`config.mk`:
```
export PLATFORM = sky130hd
export DESIGN_NAME = serial_full_subtractor
export DESIGN_NICKNAME = d
export VERILOG_FILES = /design/src/rtl/serial_full_subtractor.sv
export SDC_FILE = /design/constraint.sdc
export NUM_CORES = 1
export LEC_CHECK = 0
export BUFFER_PORTS_ARGS = -buffer_cell sky130_fd_sc_hd__buf_4
export CAP_MARGIN = 20
export CORE_ASPECT_RATIO = 0.6
export CORE_UTILIZATION = 45
export DETAILED_ROUTE_END_ITERATION = 10
export HOLD_SLACK_MARGIN = 0.02
export PLACE_DENSITY = 0.74
export SLEW_MARGIN = 10
export SYNTH_ARGS = -nofsm -noshare
export SYNTH_HDL_FRONTEND = slang
export SYNTH_SLANG_ARGS = --single-unit
export TNS_END_PERCENT = 1
```
`constraint.sdc`:
```
create_clock -name clk -period 2 [get_ports clk]
set_clock_uncertainty 0.1 [all_clocks]
set_input_delay 0.1 -clock clk [delete_from_list [all_inputs] [get_ports clk]]
set_output_delay 0.1 -clock clk [all_outputs]
set_load 0.01 [all_outputs]
```
`src/rtl/serial_full_subtractor.sv`:
```
// Bit-serial WIDTH-bit subtractor: one full-subtractor cell plus a borrow flop,
// LSB first, with registered difference/borrow outputs and a one-cycle done pulse.
module serial_full_subtractor #(
  parameter int unsigned WIDTH = 8
) (
  input  logic             clk,
  input  logic             reset,
  input  logic             Data_in_Start,
  input  logic [WIDTH-1:0] Data_in_A,
  input  logic [WIDTH-1:0] Data_in_B,
  input  logic             Data_in_Borrow,
  output logic [WIDTH-1:0] Data_out_Diff,
  output logic             Data_out_Borrow,
  output logic             Data_out_Busy,
  output logic             Data_out_Done
);

  localparam int unsigned CNT_W = (WIDTH > 1) ? $clog2(WIDTH) : 1;
  localparam logic [CNT_W-1:0] CNT_LAST = CNT_W'(WIDTH - 1);

  typedef enum logic [1:0] {
    IDLE = 2'd0,
    RUN  = 2'd1,
    DONE = 2'd2
  } state_t;

  state_t             state_q, state_d;
  logic [CNT_W-1:0]   cnt_q, cnt_d;
  logic [WIDTH-1:0]   a_q, a_d;
  logic [WIDTH-1:0]   b_q, b_d;
  logic [WIDTH-1:0]   res_q, res_d;
  logic               bw_q, bw_d;
  logic [WIDTH-1:0]   diff_q, diff_d;
  logic               borrow_q, borrow_d;
  logic               busy_q, busy_d;
  logic               done_q, done_d;

  logic               cell_diff;
  logic               cell_borrow;
  logic [WIDTH-1:0]   res_shift;
  logic [WIDTH-1:0]   a_shift;
  logic [WIDTH-1:0]   b_shift;

  // Full-subtractor cell on the current LSBs and the running borrow.
  always_comb begin
    cell_diff   = a_q[0] ^ b_q[0] ^ bw_q;
    cell_borrow = (~a_q[0] & b_q[0]) | (~(a_q[0] ^ b_q[0]) & bw_q);
    res_shift   = {cell_diff, res_q[WIDTH-1:1]};
    a_shift     = {1'b0, a_q[WIDTH-1:1]};
    b_shift     = {1'b0, b_q[WIDTH-1:1]};
  end

  // Next-state and datapath control.
  always_comb begin
    state_d  = state_q;
    cnt_d    = cnt_q;
    a_d      = a_q;
    b_d      = b_q;
    res_d    = res_q;
    bw_d     = bw_q;
    diff_d   = diff_q;
    borrow_d = borrow_q;

    unique case (state_q)
      IDLE: begin
        if (Data_in_Start) begin
          state_d = RUN;
          a_d     = Data_in_A;
          b_d     = Data_in_B;
          bw_d    = Data_in_Borrow;
          res_d   = '0;
          cnt_d   = '0;
        end
      end
      RUN: begin
        a_d   = a_shift;
        b_d   = b_shift;
        bw_d  = cell_borrow;
        res_d = res_shift;
        if (cnt_q == CNT_LAST) begin
          state_d  = DONE;
          diff_d   = res_shift;
          borrow_d = cell_borrow;
        end else begin
          cnt_d = cnt_q + CNT_W'(1);
        end
      end
      DONE: begin
        state_d = IDLE;
      end
      default: begin
        state_d = IDLE;
      end
    endcase

    busy_d = (state_d != IDLE);
    done_d = (state_d == DONE);
  end

  // State and datapath registers; synchronous reset clears everything.
  always_ff @(posedge clk) begin
    if (reset) begin
      state_q  <= IDLE;
      cnt_q    <= '0;
      a_q      <= '0;
      b_q      <= '0;
      res_q    <= '0;
      bw_q     <= 1'b0;
      diff_q   <= '0;
      borrow_q <= 1'b0;
      busy_q   <= 1'b0;
      done_q   <= 1'b0;
    end else begin
      state_q  <= state_d;
      cnt_q    <= cnt_d;
      a_q      <= a_d;
      b_q      <= b_d;
      res_q    <= res_d;
      bw_q     <= bw_d;
      diff_q   <= diff_d;
      borrow_q <= borrow_d;
      busy_q   <= busy_d;
      done_q   <= done_d;
    end
  end

  assign Data_out_Diff   = diff_q;
  assign Data_out_Borrow = borrow_q;
  assign Data_out_Busy   = busy_q;
  assign Data_out_Done   = done_q;

endmodule

```
---- Yosys cells after proc, flatten, opt, wreduce, memory -nomap -nowiden ----
Index checks and enable logic that the tools add are counted.
storage, ports and cells
  logic and storage cells ................. 43
  register bits ........................... 41
  output and inout bits ................... 11
cells by class
  reductions and logical operators ........ 6
  equal/unequal tests ..................... 5
  $add $sub $neg .......................... 1
  bitwise gates (word level) .............. 7
  multiplexer cells ....................... 14
operators with widths
  operator               count
  $pmux W8 S2            3
  $mux W8                3
  $mux W3                2
  $pmux W3 S2            1
  $mux W2                2
  $ne A2 B2 Y1 const B   2
  $pmux W2 S2            1
  $reduce_and A2 Y1      2
  $reduce_bool A2 Y1     2
  $add A3 B1 Y3 const B  1
  $eq A3 B3 Y1 const B   1
  $reduce_and A3 Y1      1
  $and A1 B1 Y1          2
  $eq A2 B1 Y1 const B   1
  $eq A2 B2 Y1 const B   1
  $logic_not A2 Y1       1
  $not A1 Y1             2
  $pmux W1 S2            1
  $xor A1 B1 Y1          2
  $mux W1                1
  $or A1 B1 Y1           1

---- Longest topological paths before layout ----
Gate-level depths: netlist of the first run.
  depth in word-level cells ............... 5
  gate-level depth with buffers ........... 6
  gate-level depth less buffers ........... 5

---- Least setup slack after synthesis of the first run ----
No wires, ideal clock.
  kind .................................... register to register
  start ................................... register cnt_q[0]
  end ..................................... register borrow_q (netlist: Data_out_Borrow)
  slack ................................... 583 ps
  data arrival time ....................... 1,226 ps
  stages on the path, launching flop included .. 6
  data required time ...................... 1,809 ps
  path through ............................ dfxtp_1 ha_1 ha_1 buf_1 a21oi_1 a311oi_1
between the ends
  word-level cells in the longest chain between the ends .. 2
RTL lines
  element                             line  text
  start: declaration                  28    logic [CNT_W-1:0] cnt_q, cnt_d;
  start signal: assignment            115   cnt_q <= cnt_d;
  $eq A3 B3 Y1                        80    if (cnt_q == CNT_LAST) begin
  $reduce_and A2 Y1 (no source line)  -
  end signal: assignment              121   borrow_q <= borrow_d;
  end: declaration                    34    logic borrow_q, borrow_d;
No other way between the ends.
A chain may end at the register's enable or synchronous reset.

---- Final worst setup path of the first run ----
  start ................................... register cnt_q[0]
  end ..................................... register diff_q[4] (netlist: Data_out_Diff[4])
between the ends
  word-level cells in the longest chain between the ends .. 2
RTL lines
  element                             line  text
  $eq A3 B3 Y1                        80
  $reduce_and A2 Y1 (no source line)  -
  end signal: assignment              120   diff_q <= diff_d;
  end: declaration                    33    logic [WIDTH-1:0] diff_q, diff_d;
No other way between the ends.

==> metrics.txt, run 1 <==
status finished, final reports clean; Max-Cap Viols 0; Startpoint Class flop; switching power as a share of total power 23.4%; Synth Instances 174; non-filler instance count after layout 249; total number of placement rows 17; least setup slack across all paths after layout 0.184 ns; number of failing setup endpoints in the final timing report 0; vias in the first global route 1181; overall via count from detail_route 1307; estimated wirelength of the detail-placed design 2100 um; Synthesis Warnings 0; total negative slack 0 ns; 1st-iter DRT viols 78; type of the tightest min-delay check in2reg; Post-DRT Antenna Nets 0; average instance area after synthesis 10.1 um^2; main flop type after synthesis dfxtp_1; length of the first detailed-routing pass in iterations 4; type of the worst setup path reg2reg; net count after synthesis 197; cells resized by post-CTS repair 0; number of enable flip-flop cells after synthesis 0; final weighted congestion of routability-driven global placement 0.686; layout cells sized above 1 26.7%; Boundary Pins 31; CP Data Required Time 2.06 ns; setup repair after global routing missed its margin no; TritonCTS clock tree done; clock root buffer clkbuf_8; number of diodes added for antenna fixing 0; number of antenna violations at the first check in global routing 0; peak clock frequency supported by timing 0.551 GHz; part of the power in registers 50.7%; total net switching power 397 uW; Die Span X 82.7 um; nature of the critical path endpoint flop; I/O Buffers 30; number of storage elements in the synthesis netlist 40; Final Core Density 55.1%; clock-pin slew reported for the worst setup and hold paths after clock tree synthesis 0.07 ns; count of clock tree sinks 40; count of placed standard cells including taps 239; routed vias/inst 5.25; starting density of the core 47.5%; combinational group share of total power 11.8%; sequential area share after synthesis 45.6%; actual transition at the worst max-transition pin 0.473 ns; netlist area before placement 0.00176 mm^2; maximum root-to-sink buffer count 2; worst vdd ir 0.442 mV; number of max-slew violations in the final report 0; total die area 0.00417 mm^2; Max-slew headroom 68.4%; Total GRT Usage 17.2%; number of endpoints with negative hold slack in the final report 0; final worst path period need 1.82 ns; Power per Cell Area 832 mW/mm^2; floorplan core area 0.00370 mm^2; Period Utilization, post-route 90.8%; final routed wirelength across all metal layers 3160 um; global route overflow 0; number of distinct standard cells referenced by the synthesized netlist 33; Final Net Count 224; Leak 0.000835 uW; async set-reset flop share out of synthesis 0%; global-route wire length before repair 5310 um; data arrival time at the worst-slack endpoint 1.88 ns; CTS HTree Levels 2; number of design rule violations left after detail routing 0; TritonCTS buffer count 5; largest net degree at the start of global routing 42; internal power 1300 uW; Post-Place Worst Slack 0.229 ns; Area Overhead vs Synth 16.0%; routed len/inst 12.7 um; final hold slack 0.0244 ns; maximum fanout count along the critical path 13; clock group share of total power 37.5%; worst-skew pair later-pin latency 0.29 ns; Die Height 50.4 um
-- sequential cells by signal (all words and copies together) (netlist names) --
name             count
Data_out_Busy        1
cnt_q                3
state_q              2
b_q                  8
Data_out_Done        1
a_q                  8
bw_q                 1
Data_out_Diff        8
res_q                7
Data_out_Borrow      1
-- Yosys cell counts, types with 2 or more instances --
cell	n	area share, %
dfxtp_1	40	46
nor2_1	25	5.3
mux2i_1	14	8.0
a21oi_1	11	3.1
nand2_1	11	2.3
a211oi_2	10	7.1
a22oi_1	9	3.8
nand3_1	8	2.3
buf_6	7	4.5
inv_1	6	1.3
a211oi_1	4	1.7
nand2b_1	4	1.4
buf_2	3	0.85
ha_1	2	1.4
o21ai_0	2	0.57
-- path summary, 6_finish.rpt --
path | from | slack (ns) | end | cells after the start
setup / recovery | cnt_q[0]$_SDFFE_PP0P_ | 0.18 | Data_out_Diff[4]$_SDFFE_PP0P_ | 5
setup reg to reg | cnt_q[0]$_SDFFE_PP0P_ | 0.18 | Data_out_Diff[4]$_SDFFE_PP0P_ | 5
hold reg to reg | Data_out_Diff[6]$_SDFFE_PP0P_ | 0.36 | Data_out_Diff[6]$_SDFFE_PP0P_ | 2
hold / removal | Data_in_Start | 0.02 | Data_out_Busy$_SDFF_PP0_ | 3
-- routing by layer --
metal,routed length [um],GRT usage (%),vias up
li1,-,-,664
met4,56,8.62,0
met3,110,4.36,8
met2,1360,24.9,26
met1,1630,23.5,609
met5,0,0,-
-- metrics by stage --
stage	instance area [um^2]	total power [uW]
after floorplan	1760	1040
after global placement	1910	1070
after detailed placement	1910	1070
after CTS	2040	1710
after global routing	2040	1780
final	2040	1700
-- layout make-up --
type                    instances  area (um^2)
flip-flops and latches         40          801
fillers                       344         1660
well taps                      47         58.8
clock inverters                 2         35.0
repair buffers                 34          260
inverters                       6         22.5
multi-input cells             114          790
clock buffers                   6         72.6
-- cell families (layout without fill, tap and decap cells) --
family                     after synthesis  in the layout  synth area share (%)
DFF                                     40             40                  45.6
and+or+nand+nor                         55             55                  15.2
buffers and inverters                   20             48                  9.54
adders and majority gates                3              3                  2.56
AOI/OAI and AO/OA                       42             42                  19.2
muxes                                   14             14                  7.97
-- power by group through the flow --
stage	logic, uW	registers (uW)	clock network (uW)
after floorplan	171	870	0
after global placement	192	877	0
after detailed placement	197	878	0
after CTS	203	860	648
after global routing	223	866	694
final	201	859	636
-- worst max-delay path: stages, from the launching register on --
cell and delay [ns]:
dfxtp_1 0.35, ha_1 0.15, ha_1 0.43, nand3b_1 0.40, nand2_1 0.18, a21oi_1 0.07
-- cells in the final DEF (no fill, tap or decap), drive strengths merged, types with 2 or more instances in the layout --
cell type and instances:
a211oi 14, a21oi 11, a22oi 9, buf 32
clkbuf 6, dfxtp 40, dlygate4sd3 2, ha 2
inv 6, mux2i 14, nand2 11, nand2b 6
nand3 8, nor2 25, o21ai 2
-- timing repair --
item,4_1_cts,5_1_grt
setup buffers,0,0
hold buffers,2,0
hold endpoints to repair,2,0
(Power assumes the default switching activity.)
==> run 2, diff against run 1 <==
- CORE_UTILIZATION: 45 -> 49
- PLACE_DENSITY: 0.74 -> 0.79
==> run 2 against run 1 <==
Against the previous run: clock power down 11%; routed wire length is 10% higher; critical path depth unchanged; sequential power is essentially flat; cell count fell by 1.2%; design area decreased by 0.55%.
==> metrics.txt, run 2 (synthesis results as in run 1) <==
reg2reg setup slack 0.31 ns (+0.13 ns); WHS Endpoint bw_q$_SDFFE_PP0P_; Final Net Count 224 (unchanged); worst vdd ir 0.336 mV (-24%); 1st-iter DRT viols 88 (+13%); peak clock frequency supported by timing 0.593 GHz (+7.6%); routed len/inst 14.1 um (+11%); number of max-slew violations in the final report 0 (unchanged); number of diodes added for antenna fixing 0 (unchanged); Die Span X 79.3 um (-4.1%); number of endpoints with negative hold slack in the final report 0 (unchanged); length of the first detailed-routing pass in iterations 4 (unchanged); worst-skew pair later-pin latency 0.28 ns (about the same); filler cell count 277 (-19%); starting density of the core 52.6% (+5.1 points); number of stages on the worst hold path 3 (unchanged); number of failing setup endpoints in the final timing report 0 (unchanged); layout cells sized above 1 27.4% (+0.63 points); Leak 0.000827 uW (-0.96%); Crit Reg-Reg Endpoint Data_out_Diff[6]$_SDFFE_PP0P_; Area Overhead vs Synth 15.4%; I/O Buffers 30 (unchanged); Worst R2R Start cnt_q[1]$_SDFFE_PP0P_; Period Utilization, post-route 84.3% (-6.4 points); global route overflow 0 (unchanged); number of antenna violations at the first check in global routing 0 (unchanged); Final Core Density 60.7% (+5.6 points); most frequent standard cell in the layout excluding fill and tap cells dfxtp_1; most frequent cells in the layout dfxtp_1 (40), buf_4 (32), nor2_1 (25), mux2i_1 (14); TritonCTS clock tree done; vias in the first global route 1335 (+13%); final worst path period need 1.69 ns (-0.129 ns); Boundary Pins 31 (unchanged); R2R cell count 5 (unchanged); count of clock tree sinks 40 (unchanged); type of the tightest min-delay check in2reg; setup repair after global routing missed its margin no; overall via count from detail_route 1353 (+3.5%); actual transition at the worst max-transition pin 0.672 ns (+0.199 ns); total number of placement rows 16 (-1); status finished, final reports clean; global routing met2 resource utilization 32.6% (+7.8 points); total die area 0.00384 mm^2 (-7.9%); TritonCTS buffer count 5 (unchanged); clock root buffer clkbuf_8; maximum fanout count along the critical path 13 (unchanged); Max-slew headroom 55.0% (-13 points); Total GRT Usage 20.0% (+2.8 points); CTS HTree Levels 2 (unchanged); nature of the critical path endpoint flop; CP Data Required Time 2.05 ns (about the same); routed vias/inst 5.50 (+4.8%); global-route wire length before repair 5870 um (+11%); met3 Usage GRT 5.66% (+1.3 points); Worst Min Path Start Data_in_Borrow; Post-DRT Antenna Nets 0 (unchanged); final weighted congestion of routability-driven global placement 0.743 (+8.2%); maximum root-to-sink buffer count 2 (unchanged); number of design rule violations left after detail routing 0 (unchanged); multi-input combinational cell area 792 um^2 (+0.32%); largest net degree at the start of global routing 42 (unchanged); GRT Max-Usage Layer met2; met1 layer usage reported by global route 23.1% (-0.44 points); Die Height 48.4 um (-4.0%); floorplan core area 0.00334 mm^2 (-9.7%); final routed wirelength across all metal layers 3480 um (+10%); Startpoint Class flop; Sequential Area 801 um^2 (unchanged); Power per Cell Area 802 mW/mm^2 (-3.6%); data arrival time at the worst-slack endpoint 1.74 ns (-0.14 ns); type of the worst setup path reg2reg; estimated wirelength of the detail-placed design 2340 um (+11%); Max-Cap Viols 0 (unchanged); clock-pin slew reported for the worst setup and hold paths after clock tree synthesis 0.07 ns (about the same); total negative slack 0 ns (unchanged)
[run 2: cell types whose count changed in the layout (fill, tap and decap cells not counted), sizes merged]
cell	change
clkbuf	+1
bufinv	-1
clkinv	-1
[run 2: layer usage]
| layer | wire (um) | vias up |
|---|---|---|
| met5 | 0 | - |
| met4 | 140 | 0 |
| met3 | 118 | 15 |
| met2 | 1660 | 32 |
| met1 | 1560 | 643 |
| li1 | - | 663 |
[run 2: repair_timing]
item	in CTS	in global routing
gates resized for setup	0	1
hold buffers	2	0
endpoints found under the hold margin	2	0
buffers inserted	0	0
endpoints found under the setup margin	0	7
[run 2: per-stage QoR]
stage | std cells | setup WS [ns] | hold slack, ns | total power (uW) | instance area, um^2
5_1_grt | 246 | 0.168 | 0.0325 | 1700 | 2030
3_5_place_dp | 237 | 0.211 | 0.257 | 1080 | 1910
6_report | 246 | 0.313 | 0.0205 | 1630 | 2030
3_3_place_gp | 237 | 0.349 | 0.250 | 1060 | 1910
4_1_cts | 246 | 0.179 | 0.0212 | 1640 | 2030
2_1_floorplan | 174 | 0.583 | 0.148 | 1040 | 1760
[run 2: worst max-delay path: stages (launching register included)]
cell and delay (ns):
dfxtp_1 0.35, ha_1 0.16, ha_2 0.34, nand3b_1 0.32, nand2_1 0.20, a21oi_1 0.09
[run 2: area by class of cell]
class / instances / share of cell area (%)
clock buffer: 7 / 4.75
inverter: 6 / 1.11
timing repair buffer: 34 / 12.8
multi-input combinational: 114 / 39.0
sequential: 40 / 39.5
tap: 45 / 2.78
[run 2: power breakdown]
group          total (uW)  leakage, uW  switching, uW  internal [uW]
logic                 205     0.000450            111           93.7
clock network         563    0.0000503            256            307
registers             858     0.000327           22.2            836
total                1630     0.000827            389           1240
[run 2: worst max path at each step]
stage | cells past startpoint | slack (ns) | to | start
final | 5 | 0.31 | Data_out_Diff[6]$_SDFFE_PP0P_ | cnt_q[1]$_SDFFE_PP0P_
after global routing | 5 | 0.17 | Data_out_Diff[1]$_SDFFE_PP0P_ | cnt_q[1]$_SDFFE_PP0P_
after CTS | 5 | 0.18 | Data_out_Diff[6]$_SDFFE_PP0P_ | cnt_q[1]$_SDFFE_PP0P_
after detailed placement | 5 | 0.21 | Data_out_Diff[5]$_SDFFE_PP0P_ | cnt_q[1]$_SDFFE_PP0P_
after global placement | 5 | 0.35 | Data_out_Diff[6]$_SDFFE_PP0P_ | cnt_q[0]$_SDFFE_PP0P_
after floorplan | 5 | 0.58 | Data_out_Borrow$_SDFFE_PP0P_ | cnt_q[0]$_SDFFE_PP0P_
==> run 3, diff against run 2 <==
- ABC_AREA: not set -> 1
- PLACE_DENSITY: 0.79 -> 0.82
- clock period: 2 -> 1.35 ns (I/O delays scaled with it)
==> run 3 against run 2 <==
Against the previous run: register-to-register slack worse by 0.29 ns; synthesized area is 1.9% lower; critical endpoint is now Data_out_Diff[7]$_SDFFE_PP0P_; via count increased by 19%; count of clock-buffer cells in the layout unchanged; cell count rose by 42%; flip-flop and latch count is the same; sequential share of layout area decreased by 5.7 points; non-clock buffer count up 28; sequential power rose by 47%; first-iteration DRC count is 11% lower; maximum frequency grew 27%.
==> metrics.txt, run 3 <==
final routed wirelength across all metal layers 3710 um (+6.7%); routed len/inst 10.6 um (-25%); largest net degree at the start of global routing 25 (-40%); number of antenna violations at the first check in global routing 0 (unchanged); estimated wirelength of the detail-placed design 2490 um (+6.2%); TritonCTS clock tree done; number of design rule violations left after detail routing 0 (unchanged); overall via count from detail_route 1605 (+19%); number of endpoints with negative hold slack in the final report 0 (unchanged); final weighted congestion of routability-driven global placement 0.830 (+12%); status finished, final reports clean; Startpoint Class flop; Die Span X 78.6 um (-0.91%); non-filler instance count after layout 350 (+42%); most frequent cells in the layout nor2_1 (52), buf_4 (42), nand2_1 (41), dfxtp_1 (37), inv_1 (34); total number of placement rows 16 (unchanged); sequential area share after synthesis 46.4% (+0.86 points); length of the first detailed-routing pass in iterations 4 (unchanged); cell types occupying the most area after synthesis dfxtp_1 (46%), nor2_1 (12%), nand2_1 (9.1%); clock root buffer clkbuf_8; final worst path period need 1.33 ns (-0.358 ns); Period Utilization, post-route 98.4% (+14 points); Final Net Count 327 (+46%); vias in the first global route 1373 (+2.8%); type of the tightest min-delay check in2reg; async set-reset flop share out of synthesis 0% (unchanged); Area Overhead vs Synth 38.6%; actual transition at the worst max-transition pin 0.218 ns (-0.454 ns); Worst R2R Start cnt_q[0]$_SDFFE_PP0P_; Synthesis Warnings 0 (unchanged); Non-Filler Cell Area, Final 0.00239 mm^2 (+18%); CP Data Required Time 1.45 ns (-0.60 ns); Max-Cap Viols 0 (unchanged); number of enable flip-flop cells after synthesis 0 (unchanged); number of diodes added for antenna fixing 0 (unchanged); number of storage elements in the synthesis netlist 40 (unchanged); maximum fanout count along the critical path 4 (-9); floorplan core area 0.00330 mm^2 (-1.2%); number of max-slew violations in the final report 0 (unchanged); Post-DRT Antenna Nets 0 (unchanged); I/O Buffers 30 (unchanged); maximum root-to-sink buffer count 2 (unchanged); setup repair after global routing missed its margin yes; average instance area after synthesis 7.04 um^2 (-30%); net count after synthesis 268 (+36%); Synth Instances 245 (+41%); starting density of the core 52.2% (-0.35 points); global route overflow 0 (unchanged); count of placed standard cells including taps 323 (+36%); number of distinct standard cells referenced by the synthesized netlist 22 (-33%); count of clock tree sinks 40 (unchanged); reg2reg setup slack 0.02 ns (-0.29 ns); main flop type after synthesis dfxtp_1; Synth top area share 46.4% (+0.86 points); 1st-iter DRT viols 78 (-11%); total negative slack 0 ns (unchanged); clock-pin slew reported for the worst setup and hold paths after clock tree synthesis 0.08 ns (about the same); Boundary Pins 31 (unchanged); global-route wire length before repair 5810 um (-1.1%); number of failing setup endpoints in the final timing report 0 (unchanged); Crit Reg-Reg Endpoint Data_out_Diff[7]$_SDFFE_PP0P_; layout cells sized above 1 22.0% (-5.4 points); peak clock frequency supported by timing 0.753 GHz (+27%); routed vias/inst 4.59 (-17%); CTS HTree Levels 2 (unchanged); R2R cell count 7 (+2); cell taking the most area after synthesis dfxtp_1; start point of the critical path cnt_q[0]$_SDFFE_PP0P_; Die Height 48.0 um (-0.89%); total die area 0.00377 mm^2 (-1.8%); Max-slew headroom 85.4% (+30 points); Leak 0.00112 uW (+35%); worst vdd ir 0.700 mV (+110%); most frequent standard cell in the layout excluding fill and tap cells nor2_1; Power per Cell Area 1010 mW/mm^2 (+27%); cell with the most instances after synthesis nor2_1; data arrival time at the worst-slack endpoint 1.43 ns (-0.31 ns); Total GRT Usage 20.7% (+0.75 points); type of the worst setup path reg2reg; nature of the critical path endpoint flop; CP endpoint Data_out_Diff[7]$_SDFFE_PP0P_; worst-skew pair later-pin latency 0.30 ns (+0.02 ns); instance area at placement 0.00209 mm^2 (+9.5%); final hold slack 0.0427 ns (+0.0222 ns); leading post-synthesis cells by instance count nor2_1 (54), nand2_1 (42), dfxtp_1 (40); netlist area before placement 0.00173 mm^2 (-1.9%); TritonCTS buffer count 5 (unchanged)
[run 3: cell types whose count changed after synthesis, moves of 10 or more]
cell	before	now
a211oi_2	10	0
a21oi_1	11	25
inv_1	6	35
mux2i_1	14	0
nand2_1	11	42
nor2_1	25	54
o21ai_0	2	21
[run 3: logic make-up after synthesis]
family,count (synthesis),share of synthesized area (%)
flip-flops,40,46.4
AO/OA/AOI/OAI,48,13.9
adder cells (fa/ha/maj),3,2.61
buffers and inverters,47,11.6
AND/OR/NAND/NOR,107,25.5
[run 3: area by class of cell]
| class | count | area, um^2 |
|---|---|---|
| fillers | 270 | 912 |
| flip-flops and latches | 40 | 807 |
| multi-input cells | 158 | 766 |
| repair buffers | 62 | 527 |
| inverters | 37 | 141 |
| clock buffers | 7 | 86.3 |
| well taps | 45 | 56.3 |
| clock inverters | 1 | 7.51 |
[run 3: critical path, stage by stage (launching register included)]
cell     delay (ns)
dfxtp_4        0.36
ha_4           0.16
ha_4           0.17
nand2_4        0.07
nor2_4         0.05
buf_4          0.13
o21ai_0        0.14
nor2_1         0.05
[run 3: layer usage]
| metal | vias to the layer above | wire length (um) | part of all wire, % | track usage, % |
|---|---|---|---|---|
| li1 | 868 | - | - | - |
| met1 | 694 | 1960 | 53 | 27.3 |
| met2 | 38 | 1510 | 41 | 33.4 |
| met3 | 5 | 183 | 4.9 | 5.90 |
| met4 | 0 | 54 | 1.5 | 7.78 |
| met5 | - | 0 | 0 | 0 |
[run 3: through the flow]
stage	total power [uW]	util [%]	setup slack (ns)
after floorplan	1470	-	-0.0000986
after global placement	1570	63.3	0.0599
after detailed placement	1580	63.3	0.0122
after CTS	2440	71.6	0.0169
after global routing	2520	72.4	-0.0491
final	2430	72.4	0.0213
[run 3: timing repair]
action	CTS	global route
endpoints found under the setup margin	1	11
gates cloned	0	0
setup buffers	0	1
gates resized for setup	1	9
hold buffers	18	0
endpoints found under the hold margin	31	0
pin swaps	0	4
[run 3: worst min path at each step]
stage,start,endpoint,slack (ns),cells after the start
floorplan,Data_in_A[7],a_q[7]$_SDFFE_PP0P_,0.11,2
global placement,Data_in_A[7],a_q[7]$_SDFFE_PP0P_,0.24,3
detailed placement,Data_in_B[7],b_q[7]$_SDFFE_PP0P_,0.25,3
CTS,Data_in_Start,a_q[5]$_SDFFE_PP0P_,0.03,5
global route,Data_in_Start,a_q[5]$_SDFFE_PP0P_,0.09,5
finish,Data_in_Start,a_q[5]$_SDFFE_PP0P_,0.04,5
[run 3: power breakdown]
group	total (uW)	leakage (uW)	internal, uW	switching (uW)
logic	334	0.000747	169	165
registers	1260	0.000329	1230	29.4
clock network	832	0.0000445	415	417
